===== config.mk =====
export PLATFORM = sky130hd
export DESIGN_NAME = l1_snoop_responder
export DESIGN_NICKNAME = d
export VERILOG_FILES = /design/src/rtl/l1_snoop_responder_pkg.sv /design/src/rtl/l1_snoop_responder.sv
export SDC_FILE = /design/constraint.sdc
export NUM_CORES = 1
export LEC_CHECK = 0
export BUFFER_PORTS_ARGS = -buffer_cell sky130_fd_sc_hd__buf_2
export CORE_ASPECT_RATIO = 0.5
export CORE_MARGIN = 2
export CORE_UTILIZATION = 46
export CTS_CLUSTER_SIZE = 12
export DETAILED_ROUTE_END_ITERATION = 8
export GPL_ROUTABILITY_DRIVEN = 1
export PLACE_DENSITY = 0.77
export SKIP_LAST_GASP = 1
export SLEW_MARGIN = 10
export SYNTH_ARGS = -nofsm -noshare
export SYNTH_HDL_FRONTEND = slang
export SYNTH_SLANG_ARGS = --single-unit

===== constraint.sdc =====
create_clock -name CLK -period 1.5 [get_ports CLK]
set_input_delay 0.15 -clock CLK [delete_from_list [all_inputs] [get_ports CLK]]
set_output_delay 0.15 -clock CLK [all_outputs]
set_load 0.01 [all_outputs]

===== src/rtl/l1_snoop_responder_pkg.sv =====
// Shared coherence package: MESI encoding, snoop responder FSM states,
// block-offset constants and the supplier-state test used by the L1 snoop path.
package l1_snoop_responder_pkg;

  typedef enum logic [1:0] {
    MESI_I = 2'd0,
    MESI_S = 2'd1,
    MESI_E = 2'd2,
    MESI_M = 2'd3
  } mesi_state_t;

  typedef enum logic [2:0] {
    SR_IDLE    = 3'd0,
    SR_LOOKUP  = 3'd1,
    SR_FETCH1  = 3'd2,
    SR_RESPOND = 3'd3,
    SR_UPDATE  = 3'd4
  } snoop_resp_state_t;

  // Snoop addresses are block aligned: 2 words x 4 bytes -> 3 offset bits.
  localparam int          BLK_OFF_W    = 3;
  localparam logic [31:0] BLK_OFF_MASK = (32'd1 << BLK_OFF_W) - 32'd1;

  // A supplier state means this cache forwards the block to the requester.
  function automatic logic is_supplier(input mesi_state_t s, input logic shared_en);
    return (s == MESI_M) || (s == MESI_E) || (shared_en && (s == MESI_S));
  endfunction

endpackage


===== src/rtl/l1_snoop_responder.sv =====
// L1 snoop responder: looks up a snooped block, reports hit/present/dirty,
// supplies the two-word block when the line is in a supplier state, and
// downgrades (S) or invalidates (I) the line once the snoop completes.
// Build option: define SNOOP_SHARED_SUPPLY_EN to let S-state lines supply data.
module l1_snoop_responder
  import l1_snoop_responder_pkg::*;
#(
  parameter int BLOCK_SIZE = 2
) (
  input  logic        CLK,
  input  logic        nRST,
  input  logic        ccwait,
  input  logic        ccinv,
  input  logic [31:0] ccsnoopaddr,
  input  logic        bus_xfer,
  output logic        ccsnoopdone,
  output logic        ccsnoophit,
  output logic        ccIsPresent,
  output logic        ccdirty,
  output logic [31:0] dstore,
  output logic        snp_req,
  output logic [31:0] snp_addr,
  output logic        snp_word_sel,
  input  logic        snp_ack,
  input  logic [1:0]  snp_state,
  input  logic [31:0] snp_rdata,
  output logic        snp_upd,
  output logic [1:0]  snp_new_state
);

`ifdef SNOOP_SHARED_SUPPLY_EN
  localparam logic SHARED_SUPPLY = 1'b1;
`else
  localparam logic SHARED_SUPPLY = 1'b0;
`endif

  localparam logic LAST_BEAT = 1'(BLOCK_SIZE - 1);

  snoop_resp_state_t state_r, state_nxt;
  logic [31:0]       addr_r;
  logic              inv_r;
  mesi_state_t       st_r;
  logic [31:0]       word0, word1;
  logic              beat_r;
  logic              st_sup;
  mesi_state_t       look_st;

  assign st_sup  = is_supplier(st_r, SHARED_SUPPLY);
  assign look_st = mesi_state_t'(snp_state);

  // FSM state register.
  always_ff @(posedge CLK or negedge nRST) begin
    if (!nRST) state_r <= SR_IDLE;
    else       state_r <= state_nxt;
  end

  // Snoop context and two-word block buffer, loaded as the lookup progresses.
  always_ff @(posedge CLK or negedge nRST) begin
    if (!nRST) begin
      addr_r <= '0;
      inv_r  <= 1'b0;
      st_r   <= MESI_I;
      word0  <= '0;
      word1  <= '0;
      beat_r <= 1'b0;
    end else begin
      case (state_r)
        SR_IDLE: begin
          if (ccwait) begin
            addr_r <= ccsnoopaddr & ~BLK_OFF_MASK;
            inv_r  <= ccinv;
            beat_r <= 1'b0;
          end
        end
        SR_LOOKUP: begin
          if (ccwait && snp_ack) begin
            st_r  <= look_st;
            word0 <= snp_rdata;
          end
        end
        SR_FETCH1: begin
          if (ccwait && snp_ack) word1 <= snp_rdata;
        end
        SR_RESPOND: begin
          if (bus_xfer && st_sup) beat_r <= (beat_r == LAST_BEAT) ? 1'b0 : beat_r + 1'b1;
        end
        default: ;
      endcase
    end
  end

  // Next-state decode and Moore outputs; anything not driven by a state stays 0.
  always_comb begin
    state_nxt     = state_r;
    ccsnoopdone   = 1'b0;
    ccsnoophit    = 1'b0;
    ccIsPresent   = 1'b0;
    ccdirty       = 1'b0;
    dstore        = '0;
    snp_req       = 1'b0;
    snp_addr      = '0;
    snp_word_sel  = 1'b0;
    snp_upd       = 1'b0;
    snp_new_state = MESI_I;
    case (state_r)
      SR_IDLE: begin
        if (ccwait) state_nxt = SR_LOOKUP;
      end
      SR_LOOKUP: begin
        snp_req  = 1'b1;
        snp_addr = addr_r;
        if (!ccwait)
          state_nxt = SR_IDLE;
        else if (snp_ack)
          state_nxt = is_supplier(look_st, SHARED_SUPPLY) ? SR_FETCH1 : SR_RESPOND;
      end
      SR_FETCH1: begin
        snp_req      = 1'b1;
        snp_addr     = addr_r + 32'd4;
        snp_word_sel = 1'b1;
        if (!ccwait)      state_nxt = SR_IDLE;
        else if (snp_ack) state_nxt = SR_RESPOND;
      end
      SR_RESPOND: begin
        ccsnoopdone = 1'b1;
        ccsnoophit  = st_sup;
        ccIsPresent = (st_r != MESI_I);
        ccdirty     = (st_r == MESI_M);
        // Non-supplier lines put nothing on the data bus.
        if (st_sup) dstore = beat_r ? word1 : word0;
        if (!ccwait) state_nxt = (st_r != MESI_I) ? SR_UPDATE : SR_IDLE;
      end
      SR_UPDATE: begin
        snp_upd       = 1'b1;
        snp_addr      = addr_r;
        snp_new_state = inv_r ? MESI_I : MESI_S;
        state_nxt     = SR_IDLE;
      end
      default: state_nxt = SR_IDLE;
    endcase
  end

endmodule

==> results.cfg, run 1 <==
[floorplan]
start_util = 0.4790
die_y_um = 74.48
die-area_um2 = 10800
fp.dieW_um = 145.0
rows = 25
core_um2 = 9540
ioPinCount = 145

[pwr]
p_seq_frac = 0.441
internal_power_mw = 6.320
pwr-share-comb = 0.267
p_sw_frac = 0.2741
leakagePower_nw = 3.305
pwr-share-clk = 0.292
power_density_nw_per_um2 = 1254
ir_drop_uv = 659.6
power.switching_mw = 2.386

[finish]
n_antenna_cell = 0
final_common_cell = buf_2
synthToLayoutAreaGrowth_pct = 51.94
fin_util = 0.7277
drive_gt1_frac = 0.6515
final_nets = 595
most-common-layout-cells = buf_2 (119), dfrtp_1 (97), mux2_4 (51), mux2_2 (45)

[clocking]
clock_tree.buffer_depth = 2
cts_tree = yes
htree_levels = 3
clock-sinks = 100
root_buffer = clkbuf_16
clkTransAtPathRegs_ps = 70
clock_latency_ps = 340
cts_buffers = 9

[timing]
clock_skew_ps = 8.777
fin_ws_ps = -408.1
tns_ps = -42640
fin_crit_ps = 1908
final_max_slew_viol_count = 0
hold_viol_final = 0
rsz0062_at_grt = yes
finalSetupViolCount = 160
max_freq_mhz = 524.1
fin_crit_sh = 1.272

[place]
io_buffer_count = 138
dp_hpwl_mm = 6.479
place.gp.congestion = 0.7670

[detailed_routing]
top_layer = met4
drt_iter0_markers = 136
dr_wl_met3_um = 465
met2_length_mm = 6.395
route.layer.met1.wl_mm = 5.178
wl_mm = 12.20
drc = 0
ant_nets = 0
wl_per_cell_um = 18.40
vias = 3420
drt-pass1-iter-count = 4
avgViaCountPerCell = 5.158

[critical_path]
crit_family = buffers and inverters
cpPeakStageDelay_ps = 410
cp-end-kind = flip-flop
crit_path_top_delay_cell = dfrtp_1
cp_data_required_time_ps = 1720
critical_path_class = flip-flop to flip-flop
path_common_cell = buf_12
startpoint_type = flip-flop
critPathMaxFanout = 8
crit_buf_inv = 5
crit_chain = buf_4, buf_6, nand2b_4, nor3_4, buf_12, buf_12, buf_12, mux2_2
critPathArrivalTime_ps = 2130

[global_routing]
grt_max_degree = 35
grt_pass1_wl_mm = 17.16
grt_overflow = 0
grt_util_all_layers = 0.2032
antenna_found_initial = 0
first_global_vias = 3506

[synthesis]
yosysWarnings = 0
synthDistinctLibCells = 29
synth_seq_cells = 100
syn_area_um2 = 4569
netlist_instances = 345
ys_seq_area_frac = 0.5476
synth_area_per_cell_um2 = 13.24

[run]
maxCapViolCount = 0

[outcome]
violations = negative setup slack
status = complete, but fails checks

[min_path]
hold_class = primary input to flip-flop
==> routing by layer <==
layer  track usage  vias up
li1              -     1543
met1        0.2459     1767
met2        0.3714       94
met3       0.05153       16
met4       0.05941        0
met5             0        -
==> kinds of logic (layout without fill, tap and decap cells) <==
family                    count (synthesis)  after routing  synth area share
AOI/OAI and AO/OA                         8              8          0.009586
and+or+nand+nor                          80             80           0.09749
DFF                                     100            100            0.5476
other                                     1              3         0.0008207
buffers and inverters                    27            208           0.03587
xor gates and xnor gates                  1              1          0.001917
muxes                                   128            128            0.3067
==> state kept, by name (all words and copies together), names as in the netlist <==
register and count:
word0 32, inv_r 1, state_r 3, beat_r 1
word1 32, st_r 2, addr_r 29
==> worst paths after layout <==
| check | from | end | slack, ps | cells after the start |
|---|---|---|---|---|
| min in group asynchronous | nRST | addr_r[3] | 310 | 2 |
| max in group asynchronous | nRST | beat_r | 590 | 3 |
| hold / removal | ccwait | state_r[2] | 30 | 2 |
| hold reg to reg | addr_r[9] | addr_r[9] | 500 | 1 |
| setup reg to reg | state_r[2] | word0[16] | -410 | 8 |
| setup / recovery | state_r[2] | word0[16] | -410 | 8 |
==> power by group through the flow <==
stage                     clock network (mW)  logic (mW)  registers, mW
final                                   2.54        2.32           3.84
after global routing                    2.68        2.50           3.92
after CTS                               2.57        2.01           3.78
after detailed placement                   0        1.72           3.82
after global placement                     0        1.67           3.78
after floorplan                            0        1.22           3.69
==> synth_stat cells <==
cell type / number / share of area
buf_6: 3 / 0.0074
nand2b_4: 2 / 0.0060
buf_2: 7 / 0.0077
inv_1: 2 / 0.0016
xnor2_1: 1 / 0.0019
clkbuf_2: 1 / 0.0011
nand4b_1: 2 / 0.0038
nor3_4: 1 / 0.0036
a21oi_1: 4 / 0.0044
mux2i_1: 32 / 0.070
dfrtp_1: 100 / 0.55
and2_1: 29 / 0.040
nor3_2: 1 / 0.0022
o21a_1: 1 / 0.0016
and3b_1: 1 / 0.0019
o21ai_0: 2 / 0.0022
conb_1: 1 / 0.00082
clkbuf_1: 6 / 0.0049
o22ai_1: 1 / 0.0014
mux2_1: 3 / 0.0074
nand2b_1: 1 / 0.0014
and3_1: 1 / 0.0014
nor2b_1: 3 / 0.0041
buf_4: 8 / 0.013
nor2_1: 36 / 0.030
nand2_1: 1 / 0.00082
nor3b_1: 1 / 0.0016
mux2_2: 93 / 0.23
or3_1: 1 / 0.0014
==> area by class of cell <==
cell class / count / area [µm²]
inverter: 2 / 7.507
sequential: 100 / 2506
clock inverter: 5 / 83.83
multi-input combinational: 220 / 2305
fill: 604 / 2597
tap: 135 / 168.9
timing repair buffer: 190 / 1629
clock buffer: 11 / 242.7
==> stage by stage <==
step	power [mW]	hold WS (ps)	setup WS (ps)	instance area (µm²)	cells
CTS	8.357	19.96	-343.3	6540	658
global placement	5.446	145.2	-72.84	5595	619
global route	9.094	30.92	-469.7	6943	663
finish	8.706	34.85	-408.1	6943	663
floorplan	4.909	-145.6	-100.3	4584	347
detailed placement	5.539	144.9	-84.22	5595	619
==> worst reg2reg max path, stage by stage, from the launching register on <==
cell	delay (ps)
dfrtp_1	410
buf_4	150
buf_6	110
nand2b_4	160
nor3_4	210
buf_12	170
buf_12	110
buf_12	120
mux2_2	350
==> repair_timing <==
action,in CTS,in global routing
cloned,8,3
pin swaps,20,9
endpoints found under the hold margin,32,0
hold buffers,2,0
endpoints found under the setup margin,167,166
resized for setup,59,98
buffers inserted,13,9
(Power assumes the default switching activity.)
==> run 2, diff against run 1 <==
--- a/config.mk
+++ b/config.mk
@@ -6,7 +6,7 @@
 export NUM_CORES = 1
 export LEC_CHECK = 0
 export BUFFER_PORTS_ARGS = -buffer_cell sky130_fd_sc_hd__buf_2
-export CORE_ASPECT_RATIO = 0.5
+export CORE_ASPECT_RATIO = 2
 export CORE_MARGIN = 2
 export CORE_UTILIZATION = 46
 export CTS_CLUSTER_SIZE = 12
==> results.cfg, run 2 (same netlist as run 1, synthesis figures left out) <==
[timing]
max_freq_mhz = 521.0
rsz0062_at_grt = yes
slew_headroom = 0.6449
fin_crit_sh = 1.280
worst_pin_slew_ps = 532.7
finalSetupViolCount = 165
clock_skew_ps = 10.33
hold_viol_final = 0
tns_ps = -45150
fin_crit_ps = 1919
fin_ws_ps = -419.3
final_max_slew_viol_count = 0

[place]
place_ws_ps = -109.9
dp_hpwl_mm = 6.727
io_buffer_count = 138
place.gp.congestion = 0.7276
postPlaceCellArea_um2 = 5522

[critical_path]
path_common_cell = buf_6
critical_path_class = flip-flop to output pin
startpoint_type = flip-flop
crit_chain = buf_6, nand4b_1, buf_6, buf_8, buf_12, nor2_4, buf_6
cpPeakStageDelay_ps = 410
r2r-end = addr_r[13]
cp-end-kind = output pin
startpoint = state_r[2]
crit_path_top_delay_cell = dfrtp_1
worstRegToRegCells = 7
cp_data_required_time_ps = 1350
crit_end = dstore[24]
critPathArrivalTime_ps = 1770
critPathMaxFanout = 5
reg2reg_from = state_r[0]
rrSetupSlack_ps = -320

[detailed_routing]
drt_iter0_markers = 114
avgViaCountPerCell = 5.163
vias = 3459
drc = 0
drt-pass1-iter-count = 4
wl_mm = 13.38
top_layer = met4
met2_length_mm = 7.703
route.layer.met1.wl_mm = 4.597
wl_per_cell_um = 19.96
dr_wl_met3_um = 675
ant_nets = 0

[global_routing]
antenna_found_initial = 0
grt_overflow = 0
grt_util_all_layers = 0.2119
grt_pass1_wl_mm = 17.58
first_global_vias = 3600
grt_max_degree = 101

[outcome]
status = complete, but fails checks
violations = negative setup slack

[floorplan]
core_um2 = 9699
die-area_um2 = 10800
start_util = 0.4711
fp.dieW_um = 74.48
rows = 51
ioPinCount = 145
die_y_um = 145.0

[finish]
final_nets = 605
postLayoutCellArea_um2 = 7376
final_common_cell = dfrtp_1
top_regs = word0 (32), word1 (32), addr_r (29)
synthToLayoutAreaGrowth_pct = 61.42
drive_gt1_frac = 0.7193
most-common-layout-cells = dfrtp_1 (97), buf_2 (78), buf_6 (77), mux2_2 (64)
n_antenna_cell = 0

[clocking]
root_buffer = clkbuf_16
clkTransAtPathRegs_ps = 70
clock_latency_ps = 340
cts_buffers = 9
htree_levels = 3
clock-sinks = 100
clock_tree.buffer_depth = 2
cts_tree = yes

[pwr]
power_density_nw_per_um2 = 1228
ir_drop_uv = 918.3
leakagePower_nw = 3.382

[run]
maxCapViolCount = 0

[min_path]
hold_class = primary input to flip-flop
==> run 2: cell count changes in the layout (fill, tap and decap cells not counted), sizes merged <==
cell	change
clkbuf	+2
clkinv	+2
inv	-2
buf	+9
dlygate4sd3	-1
==> run 2: report_power, final <==
group / switching (mW) / total (mW) / internal (mW)
sequential: 0.431 / 3.85 / 3.42
clock: 0.994 / 2.55 / 1.56
combinational: 1.04 / 2.66 / 1.63
total: 2.46 / 9.06 / 6.60
==> run 2: routing by layer <==
layer / global-route usage / vias to the layer above
met5: 0 / -
met3: 0.04583 / 27
li1: - / 1554
met1: 0.2380 / 1748
met4: 0.08929 / 0
met2: 0.3712 / 130
==> run 2: how the worst min path moves through the flow <==
stage | startpoint | to | cells after the start
3_3_place_gp | nRST | addr_r[11] | 2
5_1_grt | snp_state[1] | state_r[0] | 2
2_1_floorplan | nRST | addr_r[10] | 0
3_5_place_dp | nRST | addr_r[11] | 2
4_1_cts | snp_state[1] | state_r[0] | 2
6_report | snp_state[1] | state_r[0] | 2
==> run 2: metrics by stage <==
step,hold slack [ps],power (mW),std cells,utilization
after floorplan,-145.6,4.909,347,-
after CTS,6.486,8.529,651,0.6704
after global placement,243.4,5.406,610,0.5693
final,8.636,9.059,670,0.7604
after global routing,6.078,9.452,670,0.7604
after detailed placement,253.0,5.537,610,0.5693
==> run 2: timing repair <==
action | 4_1_cts | 5_1_grt
buffers inserted | 17 | 15
gates cloned | 8 | 9
endpoints found under the setup margin | 167 | 167
gates resized for setup | 97 | 153
endpoints found under the hold margin | 100 | 0
hold buffers | 1 | 0
pin swaps | 35 | 35
==> run 2: critical path, delay by kind of cell (launching register included) <==
| kind | cells | cell delay (ps) |
|---|---|---|
| buf+inv | 5 | 720 |
| flops | 1 | 410 |
| simple gates | 2 | 290 |
==> run 2: final cells by class <==
type	count	area (µm²)
clock buffers	11	252.7
clock inverters	5	83.83
fillers	609	2323
inverters	2	12.51
multi-input cells	220	2367
flip-flops and latches	100	2506
well taps	132	165.2
repair buffers	200	1988
==> run 3, diff against run 2 <==
--- a/config.mk
+++ b/config.mk
@@ -6,12 +6,14 @@
 export NUM_CORES = 1
 export LEC_CHECK = 0
 export BUFFER_PORTS_ARGS = -buffer_cell sky130_fd_sc_hd__buf_2
+export CAP_MARGIN = 10
 export CORE_ASPECT_RATIO = 2
 export CORE_MARGIN = 2
 export CORE_UTILIZATION = 46
 export CTS_CLUSTER_SIZE = 12
 export DETAILED_ROUTE_END_ITERATION = 8
 export GPL_ROUTABILITY_DRIVEN = 1
+export MAX_ROUTING_LAYER = met4
 export PLACE_DENSITY = 0.77
 export SKIP_LAST_GASP = 1
 export SLEW_MARGIN = 10
==> results.cfg, run 3 (same netlist as run 1, synthesis figures left out) <==
[timing]
fin_ws_ps = -414.2
max_freq_mhz = 522.4
tns_ps = -43280
fin_crit_ps = 1914
whs_ps = 9.584
final_max_slew_viol_count = 0
finalSetupViolCount = 165
rsz0062_at_grt = yes
fin_crit_sh = 1.276
worst_pin_slew_ps = 551.0
clock_skew_ps = 14.11
hold_viol_final = 0
slew_headroom = 0.6327

[critical_path]
critPathMaxFanout = 7
cpPeakStageDelay_ps = 400
startpoint_type = flip-flop
crit_path_top_delay_cell = dfrtp_1
crit_family = buffers and inverters
crit_cells = 7
path_common_cell = buf_6
crit_buf_inv = 4
critical_path_class = flip-flop to output pin
worstRegToRegCells = 8
critPathArrivalTime_ps = 1760
rrSetupSlack_ps = -380
crit_chain = buf_6, xnor2_2, o22ai_2, buf_6, buf_6, and2_1, buf_2
cp_data_required_time_ps = 1350
cp-end-kind = output pin

[detailed_routing]
avgViaCountPerCell = 5.228
drt-pass1-iter-count = 4
vias = 3503
wl_per_cell_um = 20.42
wl_mm = 13.68
drc = 0
ant_nets = 0
drt_iter0_markers = 151

[min_path]
hold_class = primary input to flip-flop
holdPathStages = 2

[clocking]
clkTransAtPathRegs_ps = 70
cts_buffers = 9
root_buffer = clkbuf_16
clock_latency_ps = 340
clock-sinks = 100
clock_tree.buffer_depth = 2
htree_levels = 3
cts_tree = yes

[floorplan]
die-area_um2 = 10800
rows = 51
fp.dieW_um = 74.48
start_util = 0.4711
die_y_um = 145.0
ioPinCount = 145
core_um2 = 9699

[pwr]
ir_drop_uv = 838.1
internal_power_mw = 6.688
leakagePower_nw = 3.456
pwr-share-clk = 0.277
p_sw_frac = 0.2727
p_seq_frac = 0.421
pwr-share-comb = 0.303
power_density_nw_per_um2 = 1236
power.switching_mw = 2.508

[finish]
drive_gt1_frac = 0.7207
most-common-layout-cells = dfrtp_1 (97), buf_2 (78), buf_6 (77), mux2_4 (57), mux2_2 (39)
final_nets = 604
synthToLayoutAreaGrowth_pct = 62.76
top_regs = word0 (32), word1 (32), addr_r (29)
instances_no_fill = 670
final_common_cell = dfrtp_1

[global_routing]
first_global_vias = 3600
grt_pass1_wl_mm = 17.58
grt_util_all_layers = 0.2182
antenna_found_initial = 1
grt_max_degree = 101
grt_overflow = 0

[place]
dp_hpwl_mm = 6.727
place.gp.congestion = 0.7363
place_inst = 610
io_buffer_count = 138

[run]
maxCapViolCount = 0

[outcome]
violations = negative setup slack
status = complete, but fails checks
[run 3: cell count changes in the layout (fill, tap and decap cells not counted)]
cell	before	now
inv_4	0	1
mux2_4	32	57
nor2_1	5	4
nor2_4	26	27
buf_8	7	8
mux2_2	64	39
clkinv_4	2	1
buf_16	5	3
diode_2	0	1
[run 3: routing by layer]
metal  GRT usage  part of all wire  vias to the layer above
met4     0.08393             0.033                        0
li1            -                 -                     1556
met2      0.3708              0.57                      134
met3     0.03750             0.046                       30
met1      0.2486              0.35                     1783
met5           -                 0                        -
[run 3: cell type report]
| cell class | count | area [µm²] |
|---|---|---|
| diodes | 1 | 2.502 |
| repair buffers | 199 | 1948 |
| clock buffers | 11 | 252.7 |
| multi-input cells | 220 | 2469 |
| inverters | 2 | 10.01 |
| flip-flops and latches | 100 | 2506 |
| well taps | 132 | 165.2 |
| fillers | 589 | 2262 |
| clock inverters | 5 | 83.83 |
[run 3: timing repair]
action	in CTS	in global routing
buffers inserted	17	16
gates cloned	8	9
hold buffers	1	0
resized for setup	97	184
setup endpoints to repair	167	167
pin swaps	35	35
hold endpoints to repair	100	0
[run 3: final timing paths]
kind                           endpoint    startpoint
max                        snp_addr[15]    state_r[2]
max in group asynchronous    state_r[0]          nRST
max reg2reg                   addr_r[6]    state_r[2]
min                          state_r[0]  snp_state[1]
min in group asynchronous    addr_r[11]          nRST
min reg2reg                   word1[27]     word1[27]
[run 3: worst register-to-register path: cells and delay by family (launching register included)]
family        cells  cell delay (ps)
buf+inv           5              710
flops             1              400
mux               1              350
simple gates      2              300
[run 3: through the flow]
step                power, mW  area (µm²)    util  setup slack (ps)
CTS                     8.529        6502  0.6704            -348.3
global placement        5.406        5522  0.5693            -106.4
finish                  9.195        7437  0.7668            -414.2
detailed placement      5.537        5522  0.5693            -109.9
floorplan               4.909        4584       -            -100.3
global route            9.583        7437  0.7668            -440.9
[run 3: power groups by stage]
stage	logic [mW]	registers, mW	clock network, mW
3_3_place_gp	1.64	3.76	0
5_1_grt	2.96	3.94	2.69
6_report	2.79	3.87	2.54
4_1_cts	2.16	3.79	2.58
2_1_floorplan	1.22	3.69	0
3_5_place_dp	1.71	3.82	0
